File: config.mk
export PLATFORM = sky130hd
export DESIGN_NAME = interrupt_scheduler
export DESIGN_NICKNAME = d
export VERILOG_FILES = /design/src/rtl/interrupt_pkg.sv /design/src/rtl/watchdog_timer.sv /design/src/rtl/interrupt_scheduler.sv
export SDC_FILE = /design/constraint.sdc
export NUM_CORES = 1
export LEC_CHECK = 0
export BUFFER_PORTS_ARGS = -buffer_cell sky130_fd_sc_hd__buf_4
export CAP_MARGIN = 20
export CORE_ASPECT_RATIO = 1.2
export CORE_MARGIN = 10
export CORE_UTILIZATION = 55
export CTS_CLUSTER_DIAMETER = 100
export DETAILED_ROUTE_END_ITERATION = 8
export GPL_TIMING_DRIVEN = 0
export HOLD_SLACK_MARGIN = 0.15
export PLACE_DENSITY = 0.86
export SLEW_MARGIN = 20
export SYNTH_ARGS = -nofsm -noshare
export SYNTH_HDL_FRONTEND = slang
export SYNTH_HIERARCHICAL = 1
export SYNTH_SLANG_ARGS = --single-unit
export TNS_END_PERCENT = 1
File: constraint.sdc
create_clock -name clock -period 3.2 [get_ports clock]
set_input_delay 0.16 -clock clock [delete_from_list [all_inputs] [get_ports clock]]
set_output_delay 0.16 -clock clock [all_outputs]
set_load 0.02 [all_outputs]
File: src/rtl/interrupt_pkg.sv
// Shared constants and state encoding for the interrupt scheduler and its watchdog.
package interrupt_pkg;
  localparam logic [6:0]  INT_ID          = 7'd72;
  localparam logic [11:0] USER_OFFSET     = 12'd3;
  localparam logic [11:0] WATCHDOG_OFFSET = 12'd0;

  localparam int SRC_USER = 0;
  localparam int SRC_WD   = 1;

  typedef enum logic [1:0] {
    IDLE    = 2'd0,
    SERVICE = 2'd1,
    HOLDOFF = 2'd2
  } state_e;
endpackage

File: src/rtl/watchdog_timer.sv
// Reloadable down-counter; o_expire pulses for the cycle in which the counter sits at 1.
module watchdog_timer #(
  parameter int                  WD_WIDTH   = 32,
  parameter logic [WD_WIDTH-1:0] WD_DEFAULT = '0
) (
  input  logic                clock,
  input  logic                reset,
  input  logic                i_load,
  input  logic [WD_WIDTH-1:0] i_load_value,
  input  logic                i_kick,
  output logic                o_expire,
  output logic [WD_WIDTH-1:0] o_count
);
  logic [WD_WIDTH-1:0] r_reload;
  logic [WD_WIDTH-1:0] r_count;
  logic                w_armed;

  assign w_armed  = (r_reload != '0);
  // Load and kick both restart the period, so they suppress an expiry in the same cycle.
  assign o_expire = w_armed & ~i_load & ~i_kick & (r_count == WD_WIDTH'(1));
  assign o_count  = r_count;

  always_ff @(posedge clock or negedge reset) begin
    if (!reset) begin
      r_reload <= WD_DEFAULT;
      r_count  <= WD_DEFAULT;
    end else if (i_load) begin
      r_reload <= i_load_value;
      r_count  <= i_load_value;
    end else if (i_kick) begin
      r_count  <= r_reload;
    end else if (w_armed) begin
      if (r_count <= WD_WIDTH'(1)) r_count <= r_reload;
      else                         r_count <= r_count - WD_WIDTH'(1);
    end
  end
endmodule

File: src/rtl/interrupt_scheduler.sv
// Latches user/watchdog interrupt events and injects at most one per instruction boundary,
// then waits for the ISR return plus one plain instruction before injecting again.
module interrupt_scheduler
  import interrupt_pkg::*;
#(
  parameter int                  WD_WIDTH   = 32,
  parameter logic [WD_WIDTH-1:0] WD_DEFAULT = '0
) (
  input  logic                clock,
  input  logic                reset,
  input  logic                user_request,
  input  logic                fetch_boundary,
  input  logic                irq_enable,
  input  logic                return_from_interrupt,
  input  logic                wd_load,
  input  logic [WD_WIDTH-1:0] wd_load_value,
  input  logic                wd_kick,
  output logic                user_interruption,
  output logic                watchdog_interruption,
  output logic                in_service,
  output logic [1:0]          pending,
  output logic [WD_WIDTH-1:0] wd_count
);
  logic       r_sync1, r_sync2, r_prev;
  logic [1:0] r_pending;
  state_e     r_state;

  logic       w_user_evt, w_wd_evt, w_inject, w_sel_wd;
  logic [1:0] w_set, w_clr;

  watchdog_timer #(
    .WD_WIDTH   (WD_WIDTH),
    .WD_DEFAULT (WD_DEFAULT)
  ) u_wd (
    .clock        (clock),
    .reset        (reset),
    .i_load       (wd_load),
    .i_load_value (wd_load_value),
    .i_kick       (wd_kick),
    .o_expire     (w_wd_evt),
    .o_count      (wd_count)
  );

  // Button line is asynchronous: two flops before edge detection.
  always_ff @(posedge clock or negedge reset) begin
    if (!reset) begin
      r_sync1 <= 1'b0;
      r_sync2 <= 1'b0;
      r_prev  <= 1'b0;
    end else begin
      r_sync1 <= user_request;
      r_sync2 <= r_sync1;
      r_prev  <= r_sync2;
    end
  end

  assign w_user_evt = r_sync2 & ~r_prev;

  assign w_inject              = (r_state == IDLE) & irq_enable & fetch_boundary & (|r_pending);
  assign w_sel_wd              = r_pending[SRC_WD];
  assign watchdog_interruption = w_inject & w_sel_wd;
  assign user_interruption     = w_inject & ~w_sel_wd;

  always_comb begin
    w_set           = '0;
    w_clr           = '0;
    w_set[SRC_USER] = w_user_evt;
    w_set[SRC_WD]   = w_wd_evt;
    w_clr[SRC_USER] = user_interruption;
    w_clr[SRC_WD]   = watchdog_interruption;
  end

  // A fresh event in the clearing cycle must survive, so set is OR-ed after the clear.
  always_ff @(posedge clock or negedge reset) begin
    if (!reset) r_pending <= '0;
    else        r_pending <= (r_pending & ~w_clr) | w_set;
  end

  always_ff @(posedge clock or negedge reset) begin
    if (!reset) begin
      r_state <= IDLE;
    end else begin
      case (r_state)
        IDLE:    if (w_inject)              r_state <= SERVICE;
        SERVICE: if (return_from_interrupt) r_state <= HOLDOFF;
        HOLDOFF: if (fetch_boundary)        r_state <= IDLE;
        default:                            r_state <= IDLE;
      endcase
    end
  end

  assign in_service = (r_state == SERVICE);
  assign pending    = r_pending;
endmodule

==> metrics.txt <==
status finished clean; Hold Crit Class primary input to flop; CTS Buf Count 9; post-synthesis cell type count between 60 and 70; setup slack after layout 0.1534 ns; WS Path Type flop to flop; I/O pins 77; Post-Syn Nets about 450; final net count ~570; setup bufs post-CTS 0; Post-synth top flop dfrtp_1; Lkg Pwr roughly 2.2 nW; CP max FO 10; initial antenna violation count 0; Die Wd just under 100 um; post-synthesis mux area share 0.07767; post-detail-place hpwl about 9400 um; largest family of logic cells by synthesized area simple AND/OR/NAND/NOR gates; Reg2Reg Depth 7; Worst Setup SP u_wd/r_reload[14]; Syn Inst Count between 400 and 500; final wirelength around 14,000 um; largest net degree at the start of global routing 72; PortBufs 76; flop2flop setup slack between 0.15 and 0.2 ns; synth warn 6; type of origin of the critical path flop; Layout area overhead 32.94%; R2R Path End u_wd/o_count[25]; worst r2r src u_wd/r_reload[14]; Clock Path Buffers 2; n_diodes 0; core area 0.006854 mm2; gr usage total 0.2409; Syn Area/Cell around 9.6 um2; Critical Path RT between 3 and 4 ns; vias roughly 4,100; Worst Tran Pin Value 0.8924 ns; TritonCTS clock tree built; Final TNS setup 0 ns; post-synthesis adder-cell area fraction 0.006445; Vias/cell 6.580; CTS Root Cell clkbuf_8; Commonest cells post-synth dfrtp_1 (71), o21ai_0 (33), nor2_1 (31), nand2_1 (27), mux2_2 (25); Yosys top cell by area dfrtp_1; min-delay src wd_load_value[10]; Final period util 0.9521; Fillers 488; pre-CTS setup slack ~0.15 ns; initial core utilization 0.5664; relative slew slack 0.4051; Routed Antenna Nets 0; Syn Std Cell Area ~0.0039 mm2; Die Ht 112.0 um; grt ovf 0; max-slew violations 0; Routed WL per cell between 20 and 25 um; register area share after synthesis 0.4576; Reg clk slew, reported paths 0.08 ns; DRT iter0 DRCs 531; layout cells sized above 1 0.2679; vias in the first global route between 4,000 and 5,000; VDD IR max between 0.3 and 0.4 mV; # clock sinks a little over 70; Final GP Congestion around 0.93; FF+latch count, synth 71; complex-gate fraction of the synthesized area 0.1940; cell with the most instances after synthesis dfrtp_1; Post-synth EDFFs 0; f_max ~330 MHz; nature of the critical path endpoint flop; arrival time at the worst endpoint ~3.3 ns; die area ~0.011 mm2; CTS H-tree depth 3; Max-Cap Viols 0; ys async rst share 1.000; Clock Skews 0.009808 ns; Yosys top cell area share 0.4576; fraction of the mapped netlist area in simple logic gates 0.2220; first-pass GRT wire length approximately 22,000 um; top post-synthesis cells by area dfrtp_1 (46%), mux2_2 (7.3%), o21ai_0 (4.3%); end of the critical path u_wd/o_count[25]; DRC errors left 0; Pwr Density between 400 and 500 mW/mm2; final setup fails 0; RSZ-0062 raised after global routing no; fin crit period slightly above 3 ns; Post-Synth XOR/XNOR Area 0.004512; worst skew pair latency 0.36 ns; first-pass iteration count of the detailed router 7; final hold vios 0; row count 33
sequential cells by signal, summed over array words and instances, names as in the netlist:
signal,cells
u_wd/o_count,32
r_state,2
pending,2
r_sync1,1
r_prev,1
r_sync2,1
u_wd/r_reload,32
stage by stage:
stage                     utilization  power, mW  hold slack [ns]  cells  area [um2]
after global routing           0.7530      2.653           0.1558    617        5161
after CTS                      0.7526      2.548           0.1618    617        5159
after global placement         0.6656      1.608           0.2702    566        4562
final                          0.7530      2.555           0.1695    617        5161
after detailed placement       0.6656      1.628           0.2727    566        4562
after floorplan                     -      1.384          -0.1356    403        3882
cells in the final DEF, fill, tap and decap left out, types with 7 or more instances in the layout:
cell type,netlist,final
dlygate4sd3_1,0,35
buf_4,1,77
a21oi_1,18,18
clkbuf_1,11,12
nand4_1,7,7
clkbuf_8,0,10
o21ai_1,7,7
nand2_1,27,27
a221oi_1,9,9
inv_1,13,13
nor2_1,31,30
nor4_1,18,18
nor3_1,15,15
dfrtp_1,71,71
o21ai_0,33,33
mux2_2,25,25
nand3_1,19,19
worst max-delay path: stages (launching register included):
cell and delay [ns]:
dfrtp_1 0.42, nor4_1 0.56, nand4_1 0.25, nor2_1 0.61, nand2_1 0.40, clkbuf_1 0.38, nand4_1 0.18, nand3_1 0.10
layer usage:
metal / up-vias / GRT usage / routed length, um
met5: - / 0 / 0
met4: 0 / 0.1330 / 633
met3: 65 / 0.05460 / 1595
met2: 335 / 0.3826 / 6247
met1: 1875 / 0.2968 / 5048
li1: 1785 / - / -
cell families (layout without fill, tap and decap cells):
group,after synthesis,in the layout
multiplexers,27,27
flip-flops,71,71
AO/OA/AOI/OAI,112,112
adder cells (fa/ha/maj),2,2
buffers and inverters,36,163
AND/OR/NAND/NOR,153,153
XOR/XNOR,2,2
report_power, final:
| group | total (mW) | switching [mW] | internal, mW |
|---|---|---|---|
| Sequential | 1.11 | 0.116 | 0.991 |
| Combinational | 0.555 | 0.300 | 0.255 |
| Clock | 0.893 | 0.353 | 0.539 |
| Total | 2.55 | 0.769 | 1.79 |
worst min-delay path by stage:
| stage | endpoint | slack (ns) | depth (start not counted) |
|---|---|---|---|
| after floorplan | pending[0] | -0.14 | 0 |
| after global placement | r_sync1 | 0.27 | 1 |
| after detailed placement | r_sync1 | 0.27 | 1 |
| after CTS | u_wd/r_reload[10] | 0.16 | 3 |
| after global routing | u_wd/r_reload[10] | 0.16 | 3 |
| final | u_wd/r_reload[10] | 0.17 | 3 |
area by class of cell:
| cell class | instances | area (um2) | share of cell area |
|---|---|---|---|
| plain buffers | 23 | 97.59 | 0.01891 |
| clock buffers | 11 | 141.4 | 0.02739 |
| clock inverters | 5 | 105.1 | 0.02036 |
| inverters | 13 | 48.80 | 0.009455 |
| multi-input cells | 296 | 1962 | 0.3801 |
| flip-flops and latches | 71 | 1777 | 0.3442 |
| well taps | 87 | 108.9 | 0.02109 |
| repair buffers | 111 | 920.9 | 0.1784 |
repair_timing:
item,4_1_cts,5_1_grt
gates resized for setup,0,1
hold buffers,35,0
endpoints found under the setup margin,0,6
endpoints found under the hold margin,125,0
Note: power is estimated with default switching activity, not from simulation.
